==> src/rtl/nibble_serial_adder_ctrl.sv <==
// Multi-cycle add/subtract: one 4-bit carry-lookahead stage is reused over the operand, LSB nibble first.
// Result is valid NIB cycles after start is accepted. start is ignored while busy.
module nibble_serial_adder_ctrl #(
  parameter int WIDTH = 32
) (
  input  logic             clk,
  input  logic             rst,
  input  logic             start,
  input  logic             sub,
  input  logic [WIDTH-1:0] a,
  input  logic [WIDTH-1:0] b,
  output logic             busy,
  output logic             done,
  output logic [WIDTH-1:0] sum,
  output logic             cout,
  output logic             ovf,
  output logic             zero
);

  localparam int NIB = WIDTH / 4;
  localparam int IW  = $clog2(NIB);

  typedef enum logic {IDLE, RUN} state_t;

  state_t           state, state_nxt;
  logic [IW-1:0]    idx;
  logic [WIDTH-1:0] a_reg, b_reg, res, res_nxt;
  logic             carry;
  logic             accept, last;
  logic [3:0]       an, bn, p, g, nsum;
  logic             c0, c1, c2, c3;

  always_ff @(posedge clk) begin
    if (rst) state <= IDLE;
    else     state <= state_nxt;
  end

  always_comb begin
    state_nxt = state;
    accept    = 1'b0;
    last      = 1'b0;
    case (state)
      IDLE: begin
        if (start) begin
          accept    = 1'b1;
          state_nxt = RUN;
        end
      end
      RUN: begin
        if (idx == IW'(NIB - 1)) begin
          last      = 1'b1;
          state_nxt = IDLE;
        end
      end
      default: state_nxt = IDLE;
    endcase
  end

  assign busy = (state == RUN);

  // Flattened lookahead: every carry is a direct function of p, g and carry.
  always_comb begin
    an = a_reg[4*idx +: 4];
    bn = b_reg[4*idx +: 4];
    p  = an ^ bn;
    g  = an & bn;
    c0 = g[0] | (p[0] & carry);
    c1 = g[1] | (p[1] & g[0]) | (p[1] & p[0] & carry);
    c2 = g[2] | (p[2] & g[1]) | (p[2] & p[1] & g[0]) | (p[2] & p[1] & p[0] & carry);
    c3 = g[3] | (p[3] & g[2]) | (p[3] & p[2] & g[1]) | (p[3] & p[2] & p[1] & g[0])
       | (p[3] & p[2] & p[1] & p[0] & carry);
    nsum = p ^ {c2, c1, c0, carry};
    res_nxt = res;
    res_nxt[4*idx +: 4] = nsum;
  end

  always_ff @(posedge clk) begin
    if (rst) begin
      a_reg <= '0;
      b_reg <= '0;
      res   <= '0;
      carry <= 1'b0;
      idx   <= '0;
      done  <= 1'b0;
      sum   <= '0;
      cout  <= 1'b0;
      ovf   <= 1'b0;
      zero  <= 1'b0;
    end else begin
      done <= 1'b0;
      if (accept) begin
        a_reg <= a;
        b_reg <= sub ? ~b : b;
        carry <= sub;
        idx   <= '0;
      end
      if (state == RUN) begin
        res   <= res_nxt;
        carry <= c3;
        idx   <= idx + IW'(1);
        if (last) begin
          idx  <= '0;
          sum  <= res_nxt;
          cout <= c3;
          ovf  <= c2 ^ c3;
          zero <= (res_nxt == '0);
          done <= 1'b1;
        end
      end
    end
  end

endmodule

==> config.mk <==
export PLATFORM = sky130hd
export DESIGN_NAME = nibble_serial_adder_ctrl
export DESIGN_NICKNAME = d
export VERILOG_FILES = /design/src/rtl/nibble_serial_adder_ctrl.sv
export SDC_FILE = /design/constraint.sdc
export NUM_CORES = 1
export LEC_CHECK = 0
export CAP_MARGIN = 15
export CORE_MARGIN = 10
export CORE_UTILIZATION = 58
export DETAILED_ROUTE_END_ITERATION = 8
export PLACE_DENSITY = 0.86
export SLEW_MARGIN = 20
export SYNTH_ARGS = -nofsm -noshare
export SYNTH_HDL_FRONTEND = slang
export SYNTH_SLANG_ARGS = --single-unit
==> constraint.sdc <==
create_clock -name clk -period 7.8 [get_ports clk]
set_input_delay 1.56 -clock clk [delete_from_list [all_inputs] [get_ports clk]]
set_output_delay 1.56 -clock clk [all_outputs]
set_load 0.1 [all_outputs]
==> results of run 1 <==
-- cells in the final DEF, fill, tap and decap left out, types with 9 or more instances in the layout --
cell,count
nand2_1,139
dfxtp_1,137
clkdlybuf4s50_1,102
nor2_1,78
a21oi_1,56
mux2i_1,41
o21ai_0,38
a211oi_1,36
xnor2_1,34
mux4_2,16
clkbuf_16,16
buf_4,11
nor3_1,10
nand3_1,10
ha_1,9
-- cells by family (layout without fill, tap and decap cells) --
family,Yosys count,count (layout),synth area share
muxes,61,61,0.129
adders and majority gates,10,10,0.0209
and+or+nand+nor,266,266,0.183
DFF,137,137,0.432
AOI/OAI and AO/OA,149,149,0.144
xor gates and xnor gates,36,36,0.0497
buffers and inverters,63,151,0.0416
-- final cells by class --
cell class                      count  area (µm²)  area share
Multi-Input combinational cell    522        3350       0.420
Sequential cell                   137        2740       0.345
Timing Repair Buffer              115        1110       0.140
Clock buffer                       17         414      0.0520
Tap cell                          140         175      0.0220
Clock inverter                     14         149      0.0187
Inverter                            5        18.8     0.00236
-- per-layer routing --
layer,wire length [µm],up-vias
met1,6290,2509
met4,546,0
met2,7950,208
li1,-,2645
met5,0,-
met3,1150,39
-- through the flow --
| stage | utilization | instance area (µm²) | hold WS [ps] | setup WS [ps] | instances |
|---|---|---|---|---|---|
| floorplan | - | 6340 | 433 | 4570 | 722 |
| global placement | 0.685 | 7400 | 437 | 4080 | 919 |
| detailed placement | 0.685 | 7400 | 441 | 4010 | 919 |
| CTS | 0.738 | 7960 | 456 | 4090 | 950 |
| global route | 0.738 | 7960 | 474 | 3900 | 950 |
| finish | 0.738 | 7960 | 452 | 4110 | 950 |
-- worst min-delay path, delay by kind of cell, from the launching register on --
family	cells	cell delay (ps)
AND/OR/NAND/NOR	1	40
AO/OA/AOI/OAI	1	50
flip-flops	1	320
-- worst paths after layout --
check	startpoint	endpoint	slack, ps
worst min register to register	sum[23]	sum[23]	450
worst min-delay path	sum[23]	sum[23]	450
worst max register to register	idx[0]	zero	4110
worst max-delay path	idx[0]	zero	4110
-- report_power, final --
group          total (mW)  internal (mW)  switching [mW]  leakage (nW)
clock               0.770          0.455           0.315         0.267
combinational       0.243          0.107           0.135          1.62
sequential          0.742          0.727          0.0148          1.12
==> summary.md, run 1 <==
| Metric | Value |
|---|---|
| Status | finished, final reports clean |
| Final Cycle Share | 0.474 |
| Core Area | 10,800 µm² |
| Worst path most repeated cell | nand2_1 |
| Routed len/inst | approximately 17 µm |
| Pins Over Slew Limit | 0 |
| Max-Cap Viols | 0 |
| CTS buffer count | 17 |
| Reg clk slew, reported paths | about 60 ps |
| Clk Latency, worst-skew pair | between 500 and 600 ps |
| I/O pin count | 105 |
| Slowest-stage cell, CP | fa_1 |
| Fillers | approximately 770 |
| Root Buffer | clkbuf_8 |
| Minimum clock period | 3690 ps |
| Fraction of layout cells with a size suffix above 1 | 0.0951 |
| Overall Power | roughly 1.8 mW |
| Antenna viol nets, final | 0 |
| Clock tree buffer depth | 2 |
| Number of port buffers | around 100 |
| Number of global-route vias before repair | between 5,000 and 6,000 |
| Peak supply drop | between 0.1 and 0.15 mV |
| Gpl congestion | between 0.8 and 0.9 |
| CP startpoint kind | register |
| GRT met2 Usage | 0.356 |
| Worst r2r path cells | 9 |
| Hold-fix buffers at CTS | 0 |
| Row count | 38 |
| Grt met1 use | 0.210 |
| Mapped Area | roughly 6300 µm² |
| Detail Placement HPWL | roughly 11,000 µm |
| Setup TNS | 0 ps |
| #FFs+latches synth | about 140 |
| Via/cell ratio | 5.69 |
| ANT cells | 0 |
| Worst Path Buf+Inv | 1 |
| CTS tree | done |
| Die height | approximately 120 µm |
| Fmax | roughly 0.27 GHz |
| Post-Route Skew | roughly 9.4 ps |
| Synth Flop Type | dfxtp_1 |
| First-pass GRT wire length | between 20,000 and 30,000 µm |
| Avg Cell Area, Syn | approximately 8.8 µm² |
| Final wirelength | about 16,000 µm |
| Post-Syn Instances | between 700 and 800 |
| Most common cell in the netlist | nand2_1 |
| Hold Crit Depth | 2 |
| Synth cell count leaders | 139 x nand2_1, 137 x dfxtp_1, 78 x nor2_1 |
| Yosys warning count | 0 |
| Die Wd | 125 µm |
| Final hold viol count | 0 |
| Worst-Margin Slew | roughly 1100 ps |
| Layout net count | roughly 900 |
| DR vias | between 5,000 and 6,000 |
| Starting Density | 0.588 |
| Gr ovfl total | 0 |
| WP depth | 9 |
| Number of synthesized flops with an enable pin | 0 |
| Max_slew headroom | 0.294 |
| Synth top area cells | dfxtp_1 43%, nand2_1 8.2%, mux2i_1 6.5% |
| DRT Pass-1 Iters | 5 |
| Yosys top cell area share | 0.432 |
| Worst hold path type | register to register |
| Largest net degree at the start of global routing | roughly 100 |
| DR DRC count | 0 |
| Grt met3 use | 0.0651 |
| Worst Path Required | approximately 8300 ps |
| Tot GR Track Use | 0.200 |
| Post-CTS setup buffers | 0 |
| H-tree depth | 4 |
| Register area share after synthesis | 0.432 |
| Final setup fails | 0 |
| Crit. End Element | register |
| DR iter-0 viols | ~500 |
| Syn-to-layout area delta | 25.5% |
| Pleak | ~3 nW |
| GRT busiest layer | met2 |
| # clock sinks | 137 |
| Critical path class | register to register |
| Cell Chain, Critical Path | buf_4 -> mux4_2 -> nand2_1 -> nand2_1 -> fa_1 -> nor2b_1 -> a2111oi_0 -> o2111ai_1 -> o31ai_2 |
| Syn nets | 800 |
| CTS resizes | 0 |
| Max Fanout on Critical Path | 24 |
| Yosys top cell by area | dfxtp_1 |
| PD cells | approximately 220 nW/µm² |
| Initial antenna violation count | 0 |
| CP peak stage delay | 790 ps |
| Die area | roughly 16,000 µm² |
| Delay-heaviest family, CP | compound AO/OA/AOI/OAI gates |
| Critical path arrival | roughly 4100 ps |
| Unrepaired setup endpoints after global routing | no |
| Synth unique cells | 54 |
| Post-synth ARST share | 0 |
No activity file was read; power rests on OpenSTA's default activity.
==> run 2, diff against run 1 <==
--- a/config.mk
+++ b/config.mk
@@ -7,9 +7,9 @@
 export LEC_CHECK = 0
 export CAP_MARGIN = 15
 export CORE_MARGIN = 10
-export CORE_UTILIZATION = 58
+export CORE_UTILIZATION = 48
 export DETAILED_ROUTE_END_ITERATION = 8
-export PLACE_DENSITY = 0.86
+export PLACE_DENSITY = 0.76
 export SLEW_MARGIN = 20
 export SYNTH_ARGS = -nofsm -noshare
 export SYNTH_HDL_FRONTEND = slang
==> constraint.sdc (replaced) <==
create_clock -name clk -period 3.1 [get_ports clk]
set_input_delay 0.62 -clock clk [delete_from_list [all_inputs] [get_ports clk]]
set_output_delay 0.62 -clock clk [all_outputs]
set_load 0.1 [all_outputs]
==> summary.md, run 2 (same netlist as run 1, synthesis figures left out) <==
| Metric | Value |
|---|---|
| Status | finished, final reports clean |
| Setup TNS | 0 ps (unchanged) |
| Unrepaired setup endpoints after global routing | no |
| Max_slew headroom | 0.311 (+0.0164) |
| Most common cell after layout, fill and taps aside | nand2_1 |
| Detail Placement HPWL | 11,900 µm (+9.5%) |
| Crit. End Element | register |
| DR iter-0 viols | 343 (-31%) |
| Gr ovfl total | 0 (unchanged) |
| Root Buffer | clkbuf_16 |
| Post-CTS setup buffers | 0 (unchanged) |
| DR vias | 5,430 (+0.54%) |
| Worst hold path type | register to register |
| Most frequent cells in the layout | 139 x nand2_1, 137 x dfxtp_1, 78 x nor2_1, 65 x clkdlybuf4s50_1, 59 x buf_4 |
| Placed cells | 967 (+5.2%) |
| Worst Path Required | 3440 ps (-4810 ps) |
| Non-filler cells, final | 1,000 (+5.3%) |
| Post-Route Skew | 10.8 ps (+1.47 ps) |
| Overall Power | 4.48 mW (+160%) |
| Layout net count | 892 (+1.8%) |
| Largest net degree at the start of global routing | 102 (-1.9%) |
| Hold-fix buffers at CTS | 0 (unchanged) |
| Final hold viol count | 0 (unchanged) |
| I/O pin count | 105 (unchanged) |
| CTS resizes | 0 (unchanged) |
| Worst Path Buf+Inv | 2 (+1) |
| Clock tree buffer depth | 2 (unchanged) |
| Via/cell ratio | 5.43 (-4.5%) |
| Pins Over Slew Limit | 0 (unchanged) |
| Die area | 18,200 µm² (+17%) |
| Pleak | 3.21 nW (+6.6%) |
| Hold WS | 454 ps (+1.66 ps) |
| Reg clk slew, reported paths | 60 ps (about the same) |
| Max-Cap Viols | 0 (unchanged) |
| CP startpoint kind | register |
| Fraction of layout cells with a size suffix above 1 | 0.158 (+0.0633) |
| Initial antenna violation count | 1 (+1) |
| Antenna viol nets, final | 0 (unchanged) |
| Number of global-route vias before repair | 5,462 (-0.89%) |
| Syn-to-layout area delta | 28.3% |
| CTS tree | done |
| Fillers | 1,075 (+41%) |
| CP peak stage delay | 520 ps (-270 ps) |
| Final wirelength | 16,600 µm (+4.4%) |
| Slowest-stage cell, CP | mux4_2 |
| Tot GR Track Use | 0.185 (-0.0148) |
| Number of port buffers | 104 (unchanged) |
| DR DRC count | 0 (unchanged) |
| CTS buffer count | 17 (unchanged) |
| Final Cycle Share | 0.949 (+0.476) |
| Peak supply drop | 0.381 mV (+220%) |
| Clk Latency, worst-skew pair | 430 ps (-100 ps) |
| DRT Pass-1 Iters | 5 (unchanged) |
| Delay-heaviest family, CP | compound AO/OA/AOI/OAI gates |
| First-pass GRT wire length | 27,500 µm (+4.7%) |
| Max Fanout on Critical Path | 20 (-17%) |
| Final setup fails | 0 (unchanged) |
| Critical path class | register to register |
| Gpl congestion | 0.905 (+3.1%) |
| Core Area | 12,800 µm² (+18%) |
| Critical path arrival | 3280 ps (-860 ps) |
| Cell Chain, Critical Path | buf_12 -> mux4_2 -> nand2_1 -> nand2_1 -> ha_1 -> o21ai_0 -> o21ai_0 -> a21boi_1 -> buf_12 -> o22a_1 -> o31ai_2 |
| Row count | 41 (+7.9%) |
| Starting Density | 0.497 (-0.0911) |
| Minimum clock period | 2940 ps (-751 ps) |
| PD cells | 551 nW/µm² (+150%) |
| Die Wd | 135 µm (+8.3%) |
| Die height | 135 µm (+8.3%) |
| H-tree depth | 4 (unchanged) |
| # clock sinks | 137 (unchanged) |
| Routed len/inst | 16.6 µm (-0.81%) |
| Fmax | 0.340 GHz (+26%) |
| Worst-Margin Slew | 1030 ps (-24.6 ps) |
run 2: cell types whose count changed in the layout (fill, tap and decap cells not counted), sizes merged:
cell / change
clkbuf: +7
buf: +53
diode: +1
inv: -4
clkinvlp: -2
clkdlybuf4s50: -37
run 2: power breakdown:
part | switching (mW) | internal (mW) | total (mW)
sequential | 0.0434 | 1.83 | 1.87
clock | 0.729 | 1.22 | 1.95
combinational | 0.352 | 0.309 | 0.661
run 2: stage by stage:
| stage | setup slack [ps] | cell area (µm²) | utilization |
|---|---|---|---|
| after global routing | 33.6 | 8130 | 0.637 |
| after detailed placement | 26.1 | 7530 | 0.590 |
| final | 157 | 8130 | 0.637 |
| after CTS | 12.5 | 8100 | 0.634 |
| after global placement | 177 | 7530 | 0.590 |
| after floorplan | 64.9 | 6340 | - |
run 2: worst paths after layout:
| kind | start | to | depth (start not counted) | slack, ps |
|---|---|---|---|---|
| max | idx[0] | zero | 11 | 160 |
| min reg2reg | a_reg[29] | a_reg[29] | 2 | 450 |
| max reg2reg | idx[0] | zero | 11 | 160 |
| min | a_reg[29] | a_reg[29] | 2 | 450 |
run 2: layout make-up:
cell class | instances | area [µm²] | area share
Sequential cell | 137 | 2740 | 0.337
Timing Repair Buffer | 131 | 1200 | 0.148
Clock inverter | 8 | 95.1 | 0.0117
Inverter | 5 | 18.8 | 0.00231
Multi-Input combinational cell | 522 | 3380 | 0.416
Tap cell | 172 | 215 | 0.0265
Clock buffer | 24 | 472 | 0.0580
Antenna cell | 1 | 2.50 | 0.000308
run 2: tightest hold or removal path: cells and delay by family (launching register included):
family | cells | cell delay (ps)
AND/OR/NAND/NOR | 1 | 50
AO/OA/AOI/OAI | 1 | 50
flip-flops | 1 | 310
run 2: layer usage:
| metal | vias up | share of wire | GRT usage |
|---|---|---|---|
| met2 | 178 | 0.49 | 0.314 |
| met5 | - | 0 | 0 |
| met4 | 0 | 0.020 | 0.0694 |
| met3 | 29 | 0.073 | 0.0642 |
| met1 | 2537 | 0.42 | 0.210 |
| li1 | 2686 | - | - |
==> run 3, diff against run 2 <==
--- a/config.mk
+++ b/config.mk
@@ -6,10 +6,12 @@
 export NUM_CORES = 1
 export LEC_CHECK = 0
 export CAP_MARGIN = 15
+export CORE_ASPECT_RATIO = 0.9
 export CORE_MARGIN = 10
-export CORE_UTILIZATION = 48
+export CORE_UTILIZATION = 57
 export DETAILED_ROUTE_END_ITERATION = 8
-export PLACE_DENSITY = 0.76
+export DONT_BUFFER_PORTS = 1
+export PLACE_DENSITY = 0.75
 export SLEW_MARGIN = 20
 export SYNTH_ARGS = -nofsm -noshare
 export SYNTH_HDL_FRONTEND = slang
==> summary.md, run 3 (same netlist as run 1, synthesis figures left out) <==
| Metric | Value |
|---|---|
| Status | finished, final reports clean |
| DRT met1 WL | 6390 µm (-8.2%) |
| Largest net degree at the start of global routing | 104 (+2.0%) |
| Max_slew headroom | 0.299 (-0.0114) |
| Register area | 2740 µm² (about the same) |
| Reg2reg start | idx[0] |
| Number of global-route vias before repair | 5,046 (-7.6%) |
| Max Fanout on Critical Path | 20 (unchanged) |
| Fmax | 0.341 GHz (+0.46%) |
| Critical Path End | zero |
| Syn-to-layout area delta | 13.3% |
| Core Area | 10,900 µm² (-15%) |
| DR vias | 5,043 (-7.1%) |
| Most common cell after layout, fill and taps aside | nand2_1 |
| CP startpoint kind | register |
| WL met2 | 7310 µm (-10%) |
| Clock tree buffer depth | 2 (unchanged) |
| Fillers | 870 (-19%) |
| CTS tree | done |
| DRT Pass-1 Iters | 4 (-1) |
| Die height | 120 µm (-11%) |
| Multi-input gate area | 3380 µm² (-0.26%) |
| Root Buffer | clkbuf_16 |
| Crit. End Element | register |
| DR top layer | met4 |
| Detail Placement HPWL | 10,600 µm (-11%) |
| Number of port buffers | 0 (-100%) |
| DR WL met3 | 1400 µm (+16%) |
| Final setup fails | 0 (unchanged) |
| Final hold viol count | 0 (unchanged) |
| Worst hold path type | input pin to register |
| Critical path arrival | 3270 ps (about the same) |
| H-tree depth | 4 (unchanged) |
| Overall Power | 4.48 mW (-0.14%) |
| Clk Latency, worst-skew pair | 420 ps (about the same) |
| Initial antenna violation count | 0 (-1) |
| Via/cell ratio | 5.77 (+6.3%) |
| Post-CTS setup buffers | 0 (unchanged) |
| Worst Path Required | 3440 ps (about the same) |
| Row count | 36 (-12%) |
| I/O pin count | 105 (unchanged) |
| Pleak | 2.73 nW (-15%) |
| # clock sinks | 137 (unchanged) |
| Starting Density | 0.584 (+0.0877) |
| ANT cells | 0 (-1) |
| DR iter-0 viols | 350 (+2.0%) |
| Gpl congestion | 0.906 (+0.18%) |
| Die area | 15,800 µm² (-14%) |
| Most frequent cells in the layout | 139 x nand2_1, 136 x dfxtp_1, 78 x nor2_1, 56 x a21oi_1, 41 x mux2i_1 |
| Post-Route Skew | 5.56 ps (-5.28 ps) |
| First-pass GRT wire length | 25,200 µm (-8.4%) |
| Critical path class | register to register |
| Final worst setup slack | 170 ps (+13.4 ps) |
| Antenna viol nets, final | 0 (unchanged) |
| Reg clk slew, reported paths | 60 ps (about the same) |
| Max-Cap Viols | 0 (unchanged) |
| CTS buffer count | 17 (unchanged) |
| PD cells | 623 nW/µm² (+13%) |
| Final Cycle Share | 0.945 (-0.00433) |
| Minimum clock period | 2930 ps (-13.4 ps) |
| Routed len/inst | 17.6 µm (+5.5%) |
| Gr ovfl total | 0 (unchanged) |
| Layout net count | 787 (-12%) |
| DR DRC count | 0 (unchanged) |
| R2R setup slack | 170 ps (about the same) |
| Worst-Margin Slew | 1050 ps (+15.6 ps) |
| Crit path launch | idx[0] |
| Hold-fix buffers at CTS | 0 (unchanged) |
| Worst r2r path cells | 11 (unchanged) |
| Pins Over Slew Limit | 0 (unchanged) |
| Final wirelength | 15,300 µm (-7.8%) |
| Die Wd | 131 µm (-2.8%) |
| Hold WS | 281 ps (-173 ps) |
| Peak supply drop | 0.388 mV (+1.7%) |
| Pre-CTS setup slack | 51.5 ps (+25.4 ps) |
| Tot GR Track Use | 0.195 (+0.00919) |
| Fraction of layout cells with a size suffix above 1 | 0.133 (-0.0254) |
| CTS resizes | 0 (unchanged) |
| R2r endpoint | zero |
==> run 3: cell types whose count changed in the layout (fill, tap and decap cells not counted), moves of 3 or more <==
cell             delta
buf_4              -37
clkinvlp_4          +3
clkinv_2            -3
clkdlybuf4s50_1    -65
inv_6               +4
clkbuf_1            -4
==> run 3: worst min-delay path by stage <==
stage	start	end	slack (ps)	depth (start not counted)
after floorplan	a_reg[10]	a_reg[10]	430	2
after global routing	rst	res[8]	260	1
after global placement	a_reg[1]	a_reg[1]	440	2
after detailed placement	a_reg[2]	a_reg[2]	440	2
final	rst	res[9]	280	1
after CTS	rst	res[12]	260	1
==> run 3: worst max-delay path: stages, from the launching register on <==
cell      delay [ps]
dfxtp_1          380
buf_12           190
mux4_2           520
nand2_1          110
nand2_1           80
ha_1             400
o21ai_0          150
o21bai_1         290
a21boi_2         120
buf_12           170
o22a_1           210
o31ai_2          230
==> run 3: where the power goes <==
group / total [mW] / internal, mW / switching (mW)
Clock: 2.07 / 1.29 / 0.778
Sequential: 1.87 / 1.83 / 0.0362
Combinational: 0.538 / 0.237 / 0.301
Total: 4.48 / 3.36 / 1.12
==> run 3: layout make-up <==
class | count | area share
clock buffer | 19 | 0.0617
clock inverter | 13 | 0.0233
inverter | 5 | 0.00261
multi-input combinational | 522 | 0.470
sequential | 137 | 0.382
tap | 152 | 0.0265
timing repair buffer | 26 | 0.0341
==> run 3: metal layers <==
metal,up-vias,GRT usage
met2,187,0.312
met5,-,0
met3,22,0.0780
met4,0,0.0716
li1,2465,-
met1,2369,0.231
==> run 3: stage by stage <==
step | instances | TNS [ps] | utilization | cell area (µm²)
2_1_floorplan | 722 | 0 | - | 6340
3_3_place_gp | 842 | 0 | 0.604 | 6550
3_5_place_dp | 842 | 0 | 0.604 | 6550
4_1_cts | 874 | 0 | 0.660 | 7160
5_1_grt | 874 | -31.5 | 0.662 | 7180
6_report | 874 | 0 | 0.662 | 7180
